`config.mk`:
```
export PLATFORM = sky130hd
export DESIGN_NAME = dpll_control_mc
export DESIGN_NICKNAME = d
export VERILOG_FILES = /design/src/rtl/dpll_control_mc.sv
export SDC_FILE = /design/constraint.sdc
export NUM_CORES = 1
export LEC_CHECK = 0
export CAP_MARGIN = 15
export CELL_PAD_IN_SITES_DETAIL_PLACEMENT = 0
export CELL_PAD_IN_SITES_GLOBAL_PLACEMENT = 1
export CORE_MARGIN = 8
export CORE_UTILIZATION = 37
export CTS_BUF_LIST = sky130_fd_sc_hd__clkbuf_4 sky130_fd_sc_hd__clkbuf_8 sky130_fd_sc_hd__clkbuf_16
export CTS_CLUSTER_DIAMETER = 150
export DETAILED_ROUTE_END_ITERATION = 10
export PLACE_DENSITY_LB_ADDON = 0.1
export RECOVER_POWER = 100
export SYNTH_ARGS = -nofsm -noshare
export SYNTH_HDL_FRONTEND = slang
export SYNTH_SLANG_ARGS = --single-unit
```
`constraint.sdc`:
```
create_clock -name clock -period 2.3 [get_ports clock]
set_input_delay 0.46 -clock clock [delete_from_list [all_inputs] [get_ports clock]]
set_output_delay 0.46 -clock clock [all_outputs]
set_load 0.01 [all_outputs]
```
`src/rtl/dpll_control_mc.sv`:
```
// DPLL search controller: decide / propagate / backtrack over the imply and trace
// stacks, fanning each variable's clause range out across NUM_BCP propagation channels.
module dpll_control_mc #(
  parameter int   VAR_BITS    = 8,
  parameter int   CLAUSE_BITS = 10,
  parameter int   NUM_BCP     = 4,
  parameter int   CNT_BITS    = 16,
  parameter logic DEFAULT_POL = 1'b1
) (
  input  logic                           clock,
  input  logic                           reset,
  input  logic                           start,
  output logic                           sat,
  output logic                           unsat,
  input  logic                           unassigned_valid,
  input  logic [VAR_BITS-1:0]            unassigned_var,
  output logic                           read_vse,
  input  logic [CLAUSE_BITS-1:0]         start_clause,
  input  logic [CLAUSE_BITS-1:0]         end_clause,
  output logic [NUM_BCP-1:0]             bcp_start,
  output logic [VAR_BITS-1:0]            bcp_var,
  output logic                           bcp_val,
  output logic [NUM_BCP*CLAUSE_BITS-1:0] bcp_lo,
  output logic [NUM_BCP*CLAUSE_BITS-1:0] bcp_hi,
  input  logic [NUM_BCP-1:0]             bcp_busy,
  input  logic [NUM_BCP-1:0]             bcp_conflict,
  input  logic                           empty_imply,
  input  logic [VAR_BITS-1:0]            var_out_imply,
  input  logic                           val_out_imply,
  output logic                           pop_imply,
  output logic                           flush_imply,
  input  logic                           empty_trace,
  input  logic [VAR_BITS-1:0]            var_out_trace,
  input  logic                           val_out_trace,
  input  logic                           type_out_trace,
  output logic                           pop_trace,
  output logic                           push_trace,
  output logic                           type_in_trace,
  output logic                           write_vs,
  output logic [VAR_BITS-1:0]            var_in_vs,
  output logic                           val_in_vs,
  output logic                           unassign_in_vs,
  output logic                           clear_state,
  output logic [CNT_BITS-1:0]            conflict_count,
  output logic [3:0]                     dbg_state
);

  // Handshake: every strobe is registered and high for exactly one cycle; a
  // BCP channel's conflict flag is only trusted once its busy line is low.
  typedef enum logic [3:0] {
    S_IDLE, S_INIT, S_DECIDE, S_LOOKUP, S_DISPATCH, S_WAIT0,
    S_WAIT, S_IMPLY, S_BACKTRACK, S_FLIP, S_SAT, S_UNSAT
  } state_t;

  localparam int SH = $clog2(NUM_BCP);
  localparam int WW = CLAUSE_BITS + SH + 2;

  state_t                     state_q;
  logic                       sat_q, unsat_q, read_vse_q, clear_q;
  logic [NUM_BCP-1:0]         bcp_start_q, started_q;
  logic [VAR_BITS-1:0]        bcp_var_q, var_in_q;
  logic                       bcp_val_q, val_in_q, unassign_q, type_in_q;
  logic [NUM_BCP*CLAUSE_BITS-1:0] lo_q, hi_q, lo_d, hi_d;
  logic                       pop_imply_q, flush_q, pop_trace_q, push_trace_q, write_vs_q;
  logic [CNT_BITS-1:0]        cnt_q;
  logic [NUM_BCP-1:0]         mask_d;
  logic [CLAUSE_BITS:0]       len_d;
  logic [WW-1:0]              per_w, lo_w, hi_w, end_w;

  // Slice the inclusive range [start, end] into NUM_BCP chunks of ceil(len/NUM_BCP).
  always_comb begin
    len_d  = {1'b0, end_clause} - {1'b0, start_clause} + (CLAUSE_BITS+1)'(1);
    per_w  = (WW'(len_d) + WW'(NUM_BCP - 1)) >> SH;
    end_w  = WW'(end_clause);
    lo_w   = '0;
    hi_w   = '0;
    mask_d = '0;
    lo_d   = '0;
    hi_d   = '0;
    for (int i = 0; i < NUM_BCP; i++) begin
      lo_w = WW'(start_clause) + WW'(i) * per_w;
      hi_w = lo_w + per_w - WW'(1);
      if (hi_w > end_w) hi_w = end_w;
      mask_d[i] = (lo_w <= end_w);
      lo_d[i*CLAUSE_BITS +: CLAUSE_BITS] = lo_w[CLAUSE_BITS-1:0];
      hi_d[i*CLAUSE_BITS +: CLAUSE_BITS] = hi_w[CLAUSE_BITS-1:0];
    end
  end

  always_ff @(posedge clock or negedge reset) begin
    if (!reset) begin
      state_q      <= S_IDLE;
      sat_q        <= 1'b0;
      unsat_q      <= 1'b0;
      read_vse_q   <= 1'b0;
      clear_q      <= 1'b0;
      bcp_start_q  <= '0;
      started_q    <= '0;
      bcp_var_q    <= '0;
      bcp_val_q    <= 1'b0;
      var_in_q     <= '0;
      val_in_q     <= 1'b0;
      unassign_q   <= 1'b0;
      type_in_q    <= 1'b0;
      lo_q         <= '0;
      hi_q         <= '0;
      pop_imply_q  <= 1'b0;
      flush_q      <= 1'b0;
      pop_trace_q  <= 1'b0;
      push_trace_q <= 1'b0;
      write_vs_q   <= 1'b0;
      cnt_q        <= '0;
    end else begin
      read_vse_q   <= 1'b0;
      clear_q      <= 1'b0;
      bcp_start_q  <= '0;
      pop_imply_q  <= 1'b0;
      flush_q      <= 1'b0;
      pop_trace_q  <= 1'b0;
      push_trace_q <= 1'b0;
      write_vs_q   <= 1'b0;
      case (state_q)
        S_IDLE, S_SAT, S_UNSAT: begin
          if (start) begin
            sat_q   <= 1'b0;
            unsat_q <= 1'b0;
            cnt_q   <= '0;
            clear_q <= 1'b1;
            state_q <= S_INIT;
          end
        end
        S_INIT: state_q <= S_DECIDE;
        S_DECIDE: begin
          if (!unassigned_valid) begin
            sat_q   <= 1'b1;
            state_q <= S_SAT;
          end else begin
            write_vs_q   <= 1'b1;
            push_trace_q <= 1'b1;
            type_in_q    <= 1'b1;
            var_in_q     <= unassigned_var;
            val_in_q     <= DEFAULT_POL;
            unassign_q   <= 1'b0;
            bcp_var_q    <= unassigned_var;
            bcp_val_q    <= DEFAULT_POL;
            read_vse_q   <= 1'b1;
            state_q      <= S_LOOKUP;
          end
        end
        S_LOOKUP: state_q <= S_DISPATCH;
        S_DISPATCH: begin
          if (end_clause < start_clause) begin
            state_q <= S_IMPLY;
          end else begin
            bcp_start_q <= mask_d;
            started_q   <= mask_d;
            lo_q        <= lo_d;
            hi_q        <= hi_d;
            state_q     <= S_WAIT0;
          end
        end
        S_WAIT0: state_q <= S_WAIT;
        S_WAIT: begin
          if ((bcp_busy & started_q) == '0) begin
            if ((bcp_conflict & started_q) != '0) begin
              flush_q <= 1'b1;
              if (cnt_q != '1) cnt_q <= cnt_q + CNT_BITS'(1);
              state_q <= S_BACKTRACK;
            end else begin
              state_q <= S_IMPLY;
            end
          end
        end
        S_IMPLY: begin
          if (empty_imply) begin
            state_q <= S_DECIDE;
          end else begin
            pop_imply_q  <= 1'b1;
            write_vs_q   <= 1'b1;
            push_trace_q <= 1'b1;
            type_in_q    <= 1'b0;
            var_in_q     <= var_out_imply;
            val_in_q     <= val_out_imply;
            unassign_q   <= 1'b0;
            bcp_var_q    <= var_out_imply;
            bcp_val_q    <= val_out_imply;
            read_vse_q   <= 1'b1;
            state_q      <= S_LOOKUP;
          end
        end
        S_BACKTRACK: begin
          // The trace top is stale while a pop issued last cycle is still landing.
          if (!pop_trace_q) begin
            if (empty_trace) begin
              unsat_q <= 1'b1;
              state_q <= S_UNSAT;
            end else if (!type_out_trace) begin
              pop_trace_q <= 1'b1;
              write_vs_q  <= 1'b1;
              var_in_q    <= var_out_trace;
              val_in_q    <= val_out_trace;
              unassign_q  <= 1'b1;
            end else begin
              pop_trace_q <= 1'b1;
              write_vs_q  <= 1'b1;
              var_in_q    <= var_out_trace;
              val_in_q    <= ~val_out_trace;
              unassign_q  <= 1'b0;
              bcp_var_q   <= var_out_trace;
              bcp_val_q   <= ~val_out_trace;
              state_q     <= S_FLIP;
            end
          end
        end
        S_FLIP: begin
          push_trace_q <= 1'b1;
          type_in_q    <= 1'b0;
          var_in_q     <= bcp_var_q;
          val_in_q     <= bcp_val_q;
          unassign_q   <= 1'b0;
          read_vse_q   <= 1'b1;
          state_q      <= S_LOOKUP;
        end
        default: state_q <= S_IDLE;
      endcase
    end
  end

  assign sat            = sat_q;
  assign unsat          = unsat_q;
  assign read_vse       = read_vse_q;
  assign bcp_start      = bcp_start_q;
  assign bcp_var        = bcp_var_q;
  assign bcp_val        = bcp_val_q;
  assign bcp_lo         = lo_q;
  assign bcp_hi         = hi_q;
  assign pop_imply      = pop_imply_q;
  assign flush_imply    = flush_q;
  assign pop_trace      = pop_trace_q;
  assign push_trace     = push_trace_q;
  assign type_in_trace  = type_in_q;
  assign write_vs       = write_vs_q;
  assign var_in_vs      = var_in_q;
  assign val_in_vs      = val_in_q;
  assign unassign_in_vs = unassign_q;
  assign clear_state    = clear_q;
  assign conflict_count = cnt_q;
  assign dbg_state      = state_q;

endmodule

```
==> load_flow_metrics.sql <==
INSERT INTO impl_metrics (metric_group, metric, value, unit) VALUES
('synthesis', 'synth-seq-area-share', '0.2818', ''),
('global_routing', 'first_pass_grt_wire_length', '73370', 'um'),
('clock_network', 'cts_buffers', '17', ''),
('timing', 'post-route-worst-setup-slack', '-4.619', 'ns'),
('placement', 'placed_cells', '2331', ''),
('routing', 'routed-wl-met3', '2217', 'um'),
('synthesis', 'ys_types', '77', ''),
('timing', 'drv_slew', '0', ''),
('timing', 'worstMarginPinSlew', '1.072', 'ns'),
('outcome', 'outcome', 'finished with violations', ''),
('routing', 'drt-wirelength-per-cell', '19.54', 'um'),
('synthesis', 'dominant_combinational_cell_family_by_area_after_synthesis', 'adder cells', ''),
('placement', 'place.detailed.hpwl', '36680', 'um'),
('global_routing', 'maximum_number_of_pins_on_one_net_before_global_route_repair', '76', ''),
('routing', 'postRouteWirelength', '48380', 'um'),
('synthesis', 'post_synth_adder_cell_area', '0.2175', ''),
('critical_path', 'critical_path.slowest_cell', 'fa_1', ''),
('hold_path', 'hold_path_class', 'reg2reg', ''),
('clock_network', 'cts.path.max_buffers', '2', ''),
('routing', 'drt_first_iter_violations', '635', ''),
('routing', 'route.met2.wl', '23820', 'um'),
('synthesis', 'synth_compound_gate_area_share', '0.2052', ''),
('routing', 'top_layer', 'met5', ''),
('synthesis', 'yosys.area_share.simple', '0.1543', ''),
('timing', 'setup-violations-final', '91', ''),
('synthesis', 'mappedNetlistArea', '0.01190', 'mm^2'),
('critical_path', 'cp_slowest_stage_delay', '0.48', 'ns'),
('finish', 'final_net_count', '2318', ''),
('synthesis', 'avg_synthesized_cell_area', '8.566', 'um^2'),
('synthesis', 'ys_warn_count', '0', ''),
('timing', 'holdWs', '0.4707', 'ns'),
('clock_network', 'worstSkewPairLatency', '0.45', 'ns'),
('synthesis', 'dominantRegCellSynth', 'dfrtp_1', ''),
('synthesis', 'yosys-mux-area-fraction', '0.01988', ''),
('die', 'floorplan.initialDensity', '0.3761', ''),
('timing', 'min_period_over_period', '3.008', ''),
('finish', 'layout-drive-gt1-share', '0.3944', ''),
('clock_network', 'tritoncts', 'yes', ''),
('routing', 'wl_met1', '20710', 'um'),
('die', 'total_number_of_placement_rows', '65', ''),
('critical_path', 'worstPathRequired', '2.64', 'ns'),
('timing', 'clock.fmax', '144.5', 'MHz'),
('critical_path', 'worstPathMaxFanout', '8', ''),
('finish', 'layoutNonFillerInstCount', '2476', ''),
('routing', 'drc', '0', ''),
('placement', 'place.gp.congestion', '0.9020', ''),
('die', 'boundaryPins', '194', ''),
('routing', 'detailroute.via_count', '12967', ''),
('synthesis', 'post_synthesis_xor_xnor_area_fraction', '0.05816', ''),
('finish', 'synthesis_to_layout_area_growth', '75.69', '%'),
('synthesis', 'synth_cells', '1389', ''),
('routing', 'vias_per_cell', '5.237', ''),
('synthesis', 'synth-edff-count', '0', ''),
('timing', 'rsz0062_at_grt', 'true', ''),
('die', 'core', '0.03164', 'mm^2'),
('global_routing', 'antenna_violations_before_repair', '1', ''),
('critical_path', 'start_kind', 'input port', ''),
('timing', 'fin_skew', '0.01117', 'ns'),
('outcome', 'failed_checks', 'negative setup slack', ''),
('placement', 'numPortBuffers', '193', ''),
('global_routing', 'gr_ovfl_total', '0', ''),
('die', 'die_x', '195.3', 'um'),
('timing', 'max_slew_margin', '0.2856', ''),
('finish', 'filler_cell_count', '2562', ''),
('timing', 'timing.final.crit_period', '6.919', 'ns'),
('routing', 'detail_route.first_pass.iterations', '7', ''),
('synthesis', 'syn-num-nets', '1646', ''),
('die', 'chipHeight', '195.3', 'um'),
('clock_network', 'htree_levels', '4', ''),
('synthesis', 'postSynthRegisterBits', '134', ''),
('finish', 'n_antenna_cell', '0', '');
-- final cells by class --
type | instances | share of cell area
Inverter | 153 | 0.02849
Clock inverter | 15 | 0.007063
Clock buffer | 17 | 0.02035
Multi-Input combinational cell | 1063 | 0.4579
Timing Repair Buffer | 692 | 0.3017
Tap cell | 402 | 0.02406
Sequential cell | 134 | 0.1604
-- metrics by stage --
stage | worst slack [ns] | cell area [um^2] | utilization
after global placement | -5.286 | 17680 | 0.5589
after global routing | -4.882 | 20900 | 0.6607
after detailed placement | -5.464 | 17680 | 0.5589
final | -4.619 | 20900 | 0.6607
after CTS | -4.475 | 20140 | 0.6367
after floorplan | -4.677 | 12380 | -
-- cell families after synthesis --
group | Yosys count
flip-flops | 134
buffers and inverters | 193
adder cells (fa/ha/maj) | 196
multiplexers | 23
AND/OR/NAND/NOR | 391
AO/OA/AOI/OAI | 373
XOR/XNOR | 79
-- worst paths after layout --
check | startpoint | to | slack (ns) | depth (start not counted)
worst max-delay path | start_clause[1] | bcp_hi[32] | -4.62 | 38
min in group asynchronous | reset | unsat | 0.52 | 2
worst min-delay path | bcp_lo[6] | bcp_lo[6] | 0.47 | 2
worst min register to register | bcp_lo[6] | bcp_lo[6] | 0.47 | 2
worst max register to register | dbg_state[0] | conflict_count[13] | -0.05 | 9
max in group asynchronous | reset | bcp_hi[34] | 0.25 | 3
-- layout by cell type (no fill, tap or decap), types with 48 or more instances in the layout --
cell,instances
a21oi_1,70
ha_4,48
dfrtp_1,134
nor2_1,105
buf_4,395
inv_1,111
dlygate4sd3_1,133
buf_6,63
ha_1,126
nand2_1,118
-- routing by layer --
layer | up-vias | track usage
li1 | 6273 | -
met1 | 6282 | 0.2947
met2 | 331 | 0.4273
met3 | 79 | 0.04539
met4 | 2 | 0.09489
met5 | - | 0
-- Yosys cell counts (3+ instances only) --
cell type	count	share of area
nor3b_1	8	0.0050
o21ai_0	88	0.037
nand4_1	21	0.011
a211oi_1	10	0.0063
xor2_1	35	0.026
or4_1	3	0.0019
o21a_1	21	0.013
nand2_1	127	0.040
nor2b_1	12	0.0063
o211ai_1	16	0.010
clkbuf_1	33	0.010
xnor2_1	44	0.032
or2_2	6	0.0032
a221oi_1	14	0.010
and2_1	4	0.0021
nand3_1	28	0.012
and3_1	6	0.0032
o311ai_0	6	0.0044
o21bai_1	15	0.0095
a21boi_0	3	0.0019
nor2_1	115	0.036
dfrtp_1	134	0.28
fa_1	18	0.030
o21ai_1	5	0.0021
o41ai_1	6	0.0044
o31a_1	4	0.0029
nand2b_1	10	0.0053
nor3_1	22	0.0093
nand4b_1	3	0.0022
mux2i_1	21	0.018
a22oi_1	6	0.0038
a21oi_1	97	0.041
o31ai_1	5	0.0032
nand3b_1	5	0.0032
a31oi_1	9	0.0047
inv_1	152	0.048
a22o_1	9	0.0066
or3_1	9	0.0047
buf_4	3	0.0019
a21o_1	33	0.021
ha_1	178	0.19
-- flip-flops by register name (all words and copies together) (netlist names), 4 cells and up --
signal,count
bcp_hi,40
bcp_lo,38
conflict_count,16
bcp_var,8
var_in_vs,8
bcp_start,4
dbg_state,4
started_q,4
-- worst max-delay path: cells and delay by family --
family	cells	cell delay, ns
XOR/XNOR	3	0.60
AO/OA/AOI/OAI	11	1.79
multiplexers	2	0.35
buffers and inverters	10	1.23
AND/OR/NAND/NOR	4	0.51
adder cells (fa/ha/maj)	8	2.29
-- timing repair --
item | in CTS | in global routing
endpoints found under the setup margin | 87 | 99
endpoints found under the hold margin | 10 | 0
gates cloned | 5 | 6
hold buffers | 1 | 0
pin swaps | 122 | 102
resized for setup | 308 | 135
buffers inserted | 94 | 45
Power is left out: the tool's default activity adds up to more than one toggle a clock period on the data nets, which glitch-free logic cannot reach.
